File: src/rtl/uart_imem_loader_if.sv
// rtl/uart_imem_loader_if.sv - UART byte input and instruction-memory write bus for the loader
// slave is the loader side; master is the receiver/memory environment.
interface uart_imem_loader_if #(
  parameter int ADDR_W = 8
) ();
  logic              rx_valid;
  logic [7:0]        rx_data;
  logic              rx_break;
  logic              imem_we;
  logic [ADDR_W-1:0] imem_addr;
  logic [31:0]       imem_wdata;

  modport slave (
    input  rx_valid,
    input  rx_data,
    input  rx_break,
    output imem_we,
    output imem_addr,
    output imem_wdata
  );

  modport master (
    output rx_valid,
    output rx_data,
    output rx_break,
    input  imem_we,
    input  imem_addr,
    input  imem_wdata
  );
endinterface

File: src/rtl/uart_imem_loader.sv
// rtl/uart_imem_loader.sv - assembles UART bytes LSB-first into 32-bit words and writes them to IMEM
// Optional partial-word idle timeout: define LOADER_TIMEOUT_EN.
module uart_imem_loader #(
  parameter int          ADDR_W         = 8,
  parameter logic [31:0] END_WORD       = 32'hFFFF_FFFF,
  parameter int          TIMEOUT_CYCLES = 1_000_000
) (
  input  logic                clk,
  input  logic                rst,
  uart_imem_loader_if.slave   bus,
  output logic                write_done,
  output logic                overflow,
  output logic [ADDR_W:0]     word_count
);

  typedef enum logic {LOAD, DONE} state_t;

  state_t            state_q;
  logic [1:0]        byte_idx_q;
  logic [23:0]       lanes_q;
  logic              we_q;
  logic [ADDR_W-1:0] addr_q;
  logic [31:0]       wdata_q;
  logic              done_q;
  logic              ovf_q;
  logic [ADDR_W:0]   count_q;

  logic              tmo_hit;
  logic [1:0]        idx_d;
  logic [31:0]       word_d;

`ifdef LOADER_TIMEOUT_EN
  localparam int TW = $clog2(TIMEOUT_CYCLES + 1);
  logic [TW-1:0] tmo_q;

  assign tmo_hit = (byte_idx_q != 2'd0) && (tmo_q == TW'(TIMEOUT_CYCLES));

  // Idle counter only runs while a word is partially assembled.
  always_ff @(posedge clk or posedge rst) begin
    if (rst) begin
      tmo_q <= '0;
    end else if (state_q != LOAD || byte_idx_q == 2'd0 || bus.rx_break ||
                 bus.rx_valid || tmo_hit) begin
      tmo_q <= '0;
    end else begin
      tmo_q <= tmo_q + 1'b1;
    end
  end
`else
  logic unused_timeout_cfg;
  assign unused_timeout_cfg = ^TIMEOUT_CYCLES;
  assign tmo_hit = 1'b0;
`endif

  // A byte arriving on the expiry cycle starts a fresh word rather than extending the stale one.
  assign idx_d  = tmo_hit ? 2'd0 : byte_idx_q;
  assign word_d = {bus.rx_data, lanes_q};

  always_ff @(posedge clk or posedge rst) begin
    if (rst) begin
      state_q    <= LOAD;
      byte_idx_q <= 2'd0;
      lanes_q    <= '0;
      we_q       <= 1'b0;
      addr_q     <= '0;
      wdata_q    <= '0;
      done_q     <= 1'b0;
      ovf_q      <= 1'b0;
      count_q    <= '0;
    end else begin
      we_q <= 1'b0;
      case (state_q)
        LOAD: begin
          if (bus.rx_break) begin
            byte_idx_q <= 2'd0;
          end else if (bus.rx_valid) begin
            case (idx_d)
              2'd0: begin
                lanes_q[7:0] <= bus.rx_data;
                byte_idx_q   <= 2'd1;
              end
              2'd1: begin
                lanes_q[15:8] <= bus.rx_data;
                byte_idx_q    <= 2'd2;
              end
              2'd2: begin
                lanes_q[23:16] <= bus.rx_data;
                byte_idx_q     <= 2'd3;
              end
              default: begin
                byte_idx_q <= 2'd0;
                if (word_d == END_WORD) begin
                  done_q  <= 1'b1;
                  state_q <= DONE;
                end else if (count_q[ADDR_W]) begin
                  ovf_q   <= 1'b1;
                  done_q  <= 1'b1;
                  state_q <= DONE;
                end else begin
                  we_q    <= 1'b1;
                  addr_q  <= count_q[ADDR_W-1:0];
                  wdata_q <= word_d;
                  count_q <= count_q + 1'b1;
                end
              end
            endcase
          end else if (tmo_hit) begin
            byte_idx_q <= 2'd0;
          end
        end
        default: begin
        end
      endcase
    end
  end

  assign bus.imem_we    = we_q;
  assign bus.imem_addr  = addr_q;
  assign bus.imem_wdata = wdata_q;
  assign write_done     = done_q;
  assign overflow       = ovf_q;
  assign word_count     = count_q;

endmodule

File: src/flat_wrapper.sv
// flat-port wrapper written by rule: the top's interface ports become plain ports
module uart_imem_loader_flat 
#(
  parameter int          ADDR_W         = 8,
  parameter logic [31:0] END_WORD       = 32'hFFFF_FFFF,
  parameter int          TIMEOUT_CYCLES = 1_000_000
)
  (clk, rst, write_done, overflow, word_count, bus_rx_valid, bus_rx_data, bus_rx_break, bus_imem_we, bus_imem_addr, bus_imem_wdata);
  uart_imem_loader_if #(.ADDR_W(ADDR_W)) bus_i ();
  input  logic clk;
  input  logic rst;
  output logic write_done;
  output logic overflow;
  output logic [ADDR_W:0] word_count;
  input wire logic [$bits(bus_i.rx_valid)-1:0] bus_rx_valid;
  input wire logic [$bits(bus_i.rx_data)-1:0] bus_rx_data;
  input wire logic [$bits(bus_i.rx_break)-1:0] bus_rx_break;
  output wire logic [$bits(bus_i.imem_we)-1:0] bus_imem_we;
  output wire logic [$bits(bus_i.imem_addr)-1:0] bus_imem_addr;
  output wire logic [$bits(bus_i.imem_wdata)-1:0] bus_imem_wdata;
  assign bus_i.rx_valid = bus_rx_valid;
  assign bus_i.rx_data = bus_rx_data;
  assign bus_i.rx_break = bus_rx_break;
  assign bus_imem_we = bus_i.imem_we;
  assign bus_imem_addr = bus_i.imem_addr;
  assign bus_imem_wdata = bus_i.imem_wdata;
  uart_imem_loader #(.ADDR_W(ADDR_W), .END_WORD(END_WORD), .TIMEOUT_CYCLES(TIMEOUT_CYCLES)) u_core (.clk(clk), .rst(rst), .bus(bus_i), .write_done(write_done), .overflow(overflow), .word_count(word_count));
endmodule
File: config.mk
export PLATFORM = sky130hd
export DESIGN_NAME = uart_imem_loader_flat
export DESIGN_NICKNAME = d
export VERILOG_FILES = /design/src/rtl/uart_imem_loader_if.sv /design/src/rtl/uart_imem_loader.sv /design/src/flat_wrapper.sv
export SDC_FILE = /design/constraint.sdc
export NUM_CORES = 1
export LEC_CHECK = 0
export BUFFER_PORTS_ARGS = -buffer_cell sky130_fd_sc_hd__clkbuf_2
export CORE_UTILIZATION = 40
export CTS_CLUSTER_SIZE = 40
export DETAILED_ROUTE_END_ITERATION = 10
export GPL_TIMING_DRIVEN = 0
export PLACE_DENSITY_LB_ADDON = 0.1
export SETUP_SLACK_MARGIN = 0.2
export SYNTH_ARGS = -nofsm -noshare
export SYNTH_HDL_FRONTEND = slang
export SYNTH_SLANG_ARGS = --single-unit
File: constraint.sdc
create_clock -name clk -period 3.4 [get_ports clk]
set_input_delay 0 -clock clk [delete_from_list [all_inputs] [get_ports clk]]
set_output_delay 0 -clock clk [all_outputs]
set_load 0.02 [all_outputs]
After elaboration in Yosys (flattened, before gate mapping). Cells that the tools add are included.

Add/subtract/negate cells: 1. Eq/ne operators: 3. Mux-type cells: 18. Reduce and logical (&&, ||, !) cells: 12. Bitwise operators: 5.

Operator list (number): 32-bit equality test, second input constant (1); 1-bit 2-to-1 mux (14); 4-bit AND reduction (3); 6-bit AND reduction (2); 5-bit AND reduction (2); 9-bit by 1-bit adder with 9-bit output, second input constant (1); 9-bit 2-to-1 mux (1); 2-bit case mux with 3 select lines (1); 1-bit NOT (5); 2-bit 2-to-1 mux (2); 2-bit nonzero test (2); 3-bit OR reduction (1); 2-bit by 1-bit equality test with 1-bit output, second input constant (1); 2-bit equality test, second input constant (1); 2-bit logical NOT (1); 2-bit AND reduction (1).

Output and inout bits: 52. Bits in registers: 79. Input port bits: 12.

Longest topological paths before layout. Gate-level depths: netlist of the first run.

Word-level depth: 6. Gate-level depth with buffers: 7. Gate-level depth less buffers: 5.

Worst setup path before layout of the first run. OpenSTA, ideal clock, no wires.

Path kind: register to register. Start: register u_core.state_q. End: register u_core.addr_q[7], in the netlist u_core.bus.imem_addr[7]. Library setup time: 128 ps. Required time: 3272 ps. Slack: 1619 ps. Arrival time: 1653 ps. Stages on the path, launching flop included: 7. Cell sequence: dfrtp_1 -> nor3b_4 -> nand2_1 -> a211oi_2 -> buf_4 -> buf_6 -> mux2_1.

Longest elaborated chain between the ends: 2.

Ends and longest elaborated chain: start, declared (line uart_imem_loader.sv:18) `state_t state_q;`; start signal, assigned (line uart_imem_loader.sv:61) `state_q <= LOAD;`; start signal, assigned (line uart_imem_loader.sv:94) `state_q <= DONE;`; start signal, assigned (line uart_imem_loader.sv:98) `state_q <= DONE;`; 1-bit NOT (no source line); 6-bit AND reduction (no source line); end signal, assigned (line uart_imem_loader.sv:101) `addr_q <= count_q[ADDR_W-1:0];`; end, declared (line uart_imem_loader.sv:22) `logic [ADDR_W-1:0] addr_q;`.

Every way passes these cells. A chain may end at the register's enable or synchronous reset.

Final worst setup path of the first run.
Start: register u_core.lanes_q[12]. End: register u_core.state_q.

Longest elaborated chain between the ends: 6.

Ends and longest elaborated chain: start, declared (line uart_imem_loader.sv:20) `logic [23:0] lanes_q;`; start signal, assigned (line uart_imem_loader.sv:83) `lanes_q[15:8] <= bus.rx_data;`; 32-bit equality test (line uart_imem_loader.sv:92) `if (word_d == END_WORD) begin`; 1-bit 2-to-1 mux (line uart_imem_loader.sv:92); 1-bit 2-to-1 mux (line uart_imem_loader.sv:77) `case (idx_d)`; 1-bit 2-to-1 mux (line uart_imem_loader.sv:76) `end else if (bus.rx_valid) begin`; 1-bit 2-to-1 mux (line uart_imem_loader.sv:74) `if (bus.rx_break) begin`; 1-bit 2-to-1 mux (line uart_imem_loader.sv:72) `case (state_q)`.

Every way passes these cells.

==> results of run 1 <==
==> per-stage QoR <==
stage                     hold slack [ps]  power [mW]  utilization [%]  instances
after floorplan                     95.72      0.9722                -        205
after global placement              253.9      0.9923            48.35        367
after detailed placement           -67.98      0.9970            48.76        368
after CTS                           28.95       1.697            52.93        395
after global routing                59.07       1.738            52.93        395
final                               27.79       1.674            52.93        395
==> synthesized netlist by cell type <==
cell type   n
nand4_1    11
and2_1      3
inv_1       4
o21ai_0     2
a211oi_2    1
a21oi_1     2
clkbuf_1    3
mux2_1      5
a41o_1      1
buf_4       1
nand2_1     7
o31ai_1     1
xnor2_1     6
buf_2       3
buf_6       1
and3_1      3
a22o_1      1
o21bai_1    1
ha_1        5
a21o_1      1
dfrtp_1    79
nor3b_4     1
nor4_2      2
mux2_2     60
xor2_1      1
==> power by group <==
part,total (mW),switching [mW],internal (mW)
clock network,0.689,0.331,0.358
registers,0.939,0,0.939
logic,0.0462,0.0298,0.0164
==> repair_timing <==
action	4_1_cts	5_1_grt
resized for setup	0	0
hold buffers	11	0
endpoints found under the hold margin	104	0
==> per-layer routing <==
layer / share of wire, % / track usage, % / up-vias
met5: 0 / 0 / -
li1: - / - / 902
met2: 47 / 24.37 / 45
met3: 4.7 / 4.714 / 10
met1: 47 / 22.02 / 970
met4: 1.7 / 6.452 / 0
==> worst paths after layout <==
| kind | from | endpoint | slack [ps] | cells past startpoint |
|---|---|---|---|---|
| hold / removal | bus_rx_valid | u_core.byte_idx_q[0] | 30 | 4 |
| max in group asynchronous | rst | u_core.lanes_q[12] | 2730 | 4 |
| setup reg to reg | u_core.lanes_q[12] | u_core.state_q | 1280 | 5 |
| hold reg to reg | u_core.overflow | u_core.overflow | 470 | 1 |
| min in group asynchronous | rst | u_core.state_q | 110 | 3 |
| setup / recovery | u_core.lanes_q[12] | u_core.state_q | 1280 | 5 |
==> cells in the final DEF, fill, tap and decap left out <==
master / instances
a211oi_2: 1
a21o_1: 1
a21oi_1: 2
a22o_1: 1
a41o_1: 1
and2_1: 3
and3_1: 3
buf_16: 1
buf_2: 3
buf_4: 1
buf_6: 1
bufinv_16: 1
clkbuf_1: 4
clkbuf_2: 63
clkbuf_8: 10
clkinv_2: 1
clkinvlp_4: 3
dfrtp_1: 79
dlygate4sd3_1: 11
ha_1: 5
inv_1: 3
inv_4: 1
mux2_1: 5
mux2_2: 60
nand2_1: 7
nand4_1: 11
nor3b_4: 1
nor4_2: 2
o21ai_0: 2
o21bai_1: 1
o31ai_1: 1
xnor2_1: 6
xor2_1: 1
==> critical path: stages, from the launching register on <==
cell           delay (ps)
dfrtp_1               390
nand4_1               130
nor4_2                510
a21oi_1               190
o31ai_1               260
dlygate4sd3_1         570
==> state kept, by name (all words and copies together) (netlist names) <==
| signal | cells |
|---|---|
| u_core.bus.imem_wdata | 32 |
| u_core.byte_idx_q | 2 |
| u_core.word_count | 9 |
| u_core.bus.imem_addr | 8 |
| u_core.lanes_q | 24 |
| u_core.bus.imem_we | 1 |
| u_core.state_q | 1 |
| u_core.overflow | 1 |
| u_core.write_done | 1 |
==> final cells by class <==
cell class                 instances  area [µm²]  share of cell area (%)
inverter                           4       17.52                  0.4467
clock buffer                      11       141.4                   3.606
timing repair buffer              75       452.9                   11.55
multi-input combinational        114        1106                   28.21
clock inverter                     5       57.56                   1.468
sequential                        79        1977                   50.41
tap                               99       123.9                   3.159
buffer                             8       45.04                   1.149
==> cell families after synthesis <==
group                    share of synthesized area, %
AO/OA/AOI/OAI                                   2.349
XOR/XNOR                                        1.951
AND/OR/NAND/NOR                                 5.613
adder cells (fa/ha/maj)                         1.990
buffers and inverters                           1.911
flip-flops                                      62.90
multiplexers                                    23.29
==> impl_metrics.toml, run 1 <==
[run_status]
outcome = "complete, no violations"

[cts]
postCtsSetupRepairBufs = 0
root_buffer = "clkbuf_8"
clk_pin_slew_ps = 80
cts_buffer_depth = 2
cts_sinks = 79
clk_latency_ps = 350
h-tree-depth = 3
cts_tree = "yes"
cts_inserted_buffers = 9

[synth]
synth-seq-cells = 79
synth_area_leader_cell = "dfrtp_1"
synth.cell_area_um2 = 3143
synth_seq_area_share_pct = 62.90
netlist.area_leader.share_pct = 62.90
syn_inst = 205
ys_warn_count = 0
syn_avg_cell_area_um2 = 15.33
netlist_top_cells_area = "dfrtp_1 (63%), mux2_2 (21%), nand4_1 (2.2%)"
synth.distinct_cells = 25
synthesis.nets = 222

[die]
row_count = 31
die_area_um2 = 8216
num_io_pins = 64
core_um2 = 7408
start_util_pct = 42.43
chipWidth_um = 90.64
die_h_um = 90.64

[power]
ir_worst_vdd_v = 0.0002323
leakagePower_nw = 2.076
power_density_nw_per_um2 = 426.9

[global_route]
grt_max_degree = 67
antenna_found_initial = 0
grt_use_total_pct = 16.20
globalRouteOverflowTotal = 0
grt_pass1_vias = 1995
grt_pass1_wl_mm = 10.16

[drt]
wl_per_cell_um = 15.25
drc = 0
vias_per_cell = 4.878
firstDrtPassIters = 4
drt-initial-drc-count = 74
vias = 1927
routed_wirelength_mm = 6.023
antenna_left = 0

[timing]
drv_slew = 0
hold_viol = 0
clock.fmax_mhz = 471.5
fin_crit_sh_pct = 62.38
fin_crit_ps = 2121
grt_setup_unrepaired = "no"
tightest_slew_ps = 511.0
finalSetupViolCount = 0
relSlewSlack_pct = 65.93
skew_ps = 9.785
fin_ws_ps = 1279
finalSetupTns_ps = 0

[setup_path]
crit_path_start_kind = "flip-flop"
critPathArrivalTime_ps = 2400
worstSetupPathType = "flip-flop to flip-flop"
cp-end-kind = "flip-flop"
required_ps = 3680
cp_max_fo = 3

[place]
place_area_um2 = 3612
place.port_buffers = 63
gp_congestion = 0.6990
dp_slack_ps = 1345
place_hpwl_mm = 4.233

[job]
max_cap_viol_count = 0

[final_layout]
drive_gt1_share_pct = 50.34
num-fill-cells = 631
fin_nets = 308
syn2layout_area_growth_pct = 24.76
stdcell_area_um2 = 3921
n_antenna_cell = 0

[min_path]
min_path_type = "input pin to flip-flop"
Power figures use the tool's default switching activity.
==> inputs of run 2 (changes only) <==
==> constraint.sdc (replaced) <==
create_clock -name clk -period 1.8 [get_ports clk]
set_input_delay 0 -clock clk [delete_from_list [all_inputs] [get_ports clk]]
set_output_delay 0 -clock clk [all_outputs]
set_load 0.02 [all_outputs]
==> run 2 against run 1 <==
Sequential power is 88% higher; first-iteration DRC count shrank 8.1%; clock power is 130% higher; routed wire length grew 14%; clock-buffer cell count rose by 1; critical path depth rose by 1; combinational power up 100%; global-route usage is 1.9 points higher.
==> impl_metrics.toml, run 2 (synthesis results as in run 1) <==
[run_status]
outcome = "complete, no violations"

[setup_path]
cpLargestDelayFamily = "simple AND/OR/NAND/NOR gates"
crit_chain = "nand4_1 -> nor4_4 -> a211oi_4 -> buf_6 -> buf_12 -> mux2_4"
required_ps = 2020
critPathArrivalTime_ps = 2020
worstSetupPathType = "flip-flop to flip-flop"
cp_max_fo = 8
cp_slowest_stage_delay_ps = 400
cp-end-kind = "flip-flop"
r2r-start = "u_core.lanes_q[18]"
crit_path_start = "u_core.lanes_q[18]"
critPathSlowestCell = "dfrtp_1"
path_buf_inv = 2
crit_path_start_kind = "flip-flop"

[final_layout]
stdcell_area_um2 = 4384
mostFrequentLayoutCell = "dfrtp_1"
fin_nets = 329
drive_gt1_share_pct = 58.54
num-fill-cells = 620
final_cell_mix = "dfrtp_1 (79), clkbuf_2 (63), mux2_2 (40)"
syn2layout_area_growth_pct = 39.49
largest_register_ffs = 32
n_antenna_cell = 0
final_util_pct = 59.18
layout.cells.non_filler = 415

[power]
leakagePower_nw = 2.371
power_density_nw_per_um2 = 791.2
ir_worst_vdd_v = 0.0003789

[die]
start_util_pct = 42.43
die_area_um2 = 8216
core_um2 = 7408
row_count = 31
chipWidth_um = 90.64
die_h_um = 90.64
num_io_pins = 64

[place]
place.port_buffers = 63
dp.cells = 369
gp_congestion = 0.6605
place_area_um2 = 3628
place_hpwl_mm = 4.377

[timing]
finalSetupViolCount = 0
tightest_slew_ps = 545.8
grt_setup_unrepaired = "yes"
hold_viol = 0
drv_slew = 0
fin_crit_sh_pct = 99.81
relSlewSlack_pct = 63.54
timing.hold.ws_ps = 10.65
clock.fmax_mhz = 556.6
skew_ps = 7.554
fin_crit_ps = 1797

[drt]
wl_per_cell_um = 16.50
antenna_left = 0
vias_per_cell = 4.952
vias = 2055
firstDrtPassIters = 4
drt-initial-drc-count = 68
routed_wirelength_mm = 6.846
drc = 0

[global_route]
globalRouteOverflowTotal = 0
antenna_found_initial = 0
grt_pass1_wl_mm = 11.36
grt_pass1_vias = 2067
grt_use_total_pct = 18.05
grt_max_degree = 31

[min_path]
min_path_type = "input pin to flip-flop"
worstHoldStart = "bus_rx_data[4]"

[cts]
clk_pin_slew_ps = 80
cts_inserted_buffers = 9
h-tree-depth = 3
cts_tree = "yes"
clk_latency_ps = 340
cts_buffer_depth = 2
root_buffer = "clkbuf_8"
cts_sinks = 79

[job]
max_cap_viol_count = 0
[run 2: per-stage QoR]
stage	worst slack [ps]	setup TNS [ps]	power [mW]
2_1_floorplan	105.0	0	1.837
3_3_place_gp	-122.6	-1312	1.875
3_5_place_dp	-145.4	-3367	1.886
4_1_cts	-6.604	-6.826	3.503
5_1_grt	-100.8	-2178	3.609
6_report	3.413	0	3.469
[run 2: routing by layer]
metal / vias up / share of wire (%) / global-route usage [%]
li1: 945 / - / -
met1: 1065 / 49 / 26.38
met2: 38 / 47 / 27.08
met3: 7 / 2.7 / 2.946
met4: 0 / 0.77 / 6.452
met5: - / 0 / 0
[run 2: repair_timing]
action,4_1_cts,5_1_grt
cloned,1,0
hold buffers,10,0
setup buffers,12,8
endpoints found under the setup margin,73,76
hold endpoints to repair,46,0
resized for setup,51,12
pin swaps,7,11
[run 2: path summary, 6_finish.rpt]
check | depth (start not counted) | slack [ps] | end
worst max-delay path | 6 | 3 | u_core.bus.imem_wdata[16]
worst min-delay path | 2 | 10 | u_core.lanes_q[20]
worst max register to register | 6 | 3 | u_core.bus.imem_wdata[16]
worst min register to register | 1 | 490 | u_core.write_done
max in group asynchronous | 5 | 820 | u_core.word_count[0]
min in group asynchronous | 3 | 250 | u_core.bus.imem_wdata[17]
[run 2: worst reg2reg max path, stage by stage (launching register included)]
cell and delay (ps):
dfrtp_1 400, nand4_1 150, nor4_4 400, a211oi_4 140, buf_6 160, buf_12 140, mux2_4 290
[run 2: area by class of cell]
cell class	count	area, µm²	share of cell area, %
clock inverters	3	90.09	2.055
plain buffers	8	100.1	2.283
flip-flops and latches	79	1977	45.09
multi-input cells	114	1267	28.91
repair buffers	96	651.9	14.87
clock buffers	12	155.1	3.539
inverters	4	18.77	0.4281
well taps	99	123.9	2.825
[run 2: where the power goes]
group | switching, mW | leakage (nW) | internal (mW)
Sequential | 0 | 1.10 | 1.77
Combinational | 0.0592 | 1.15 | 0.0342
Clock | 0.611 | 0.123 | 0.991
Total | 0.670 | 2.37 | 2.80
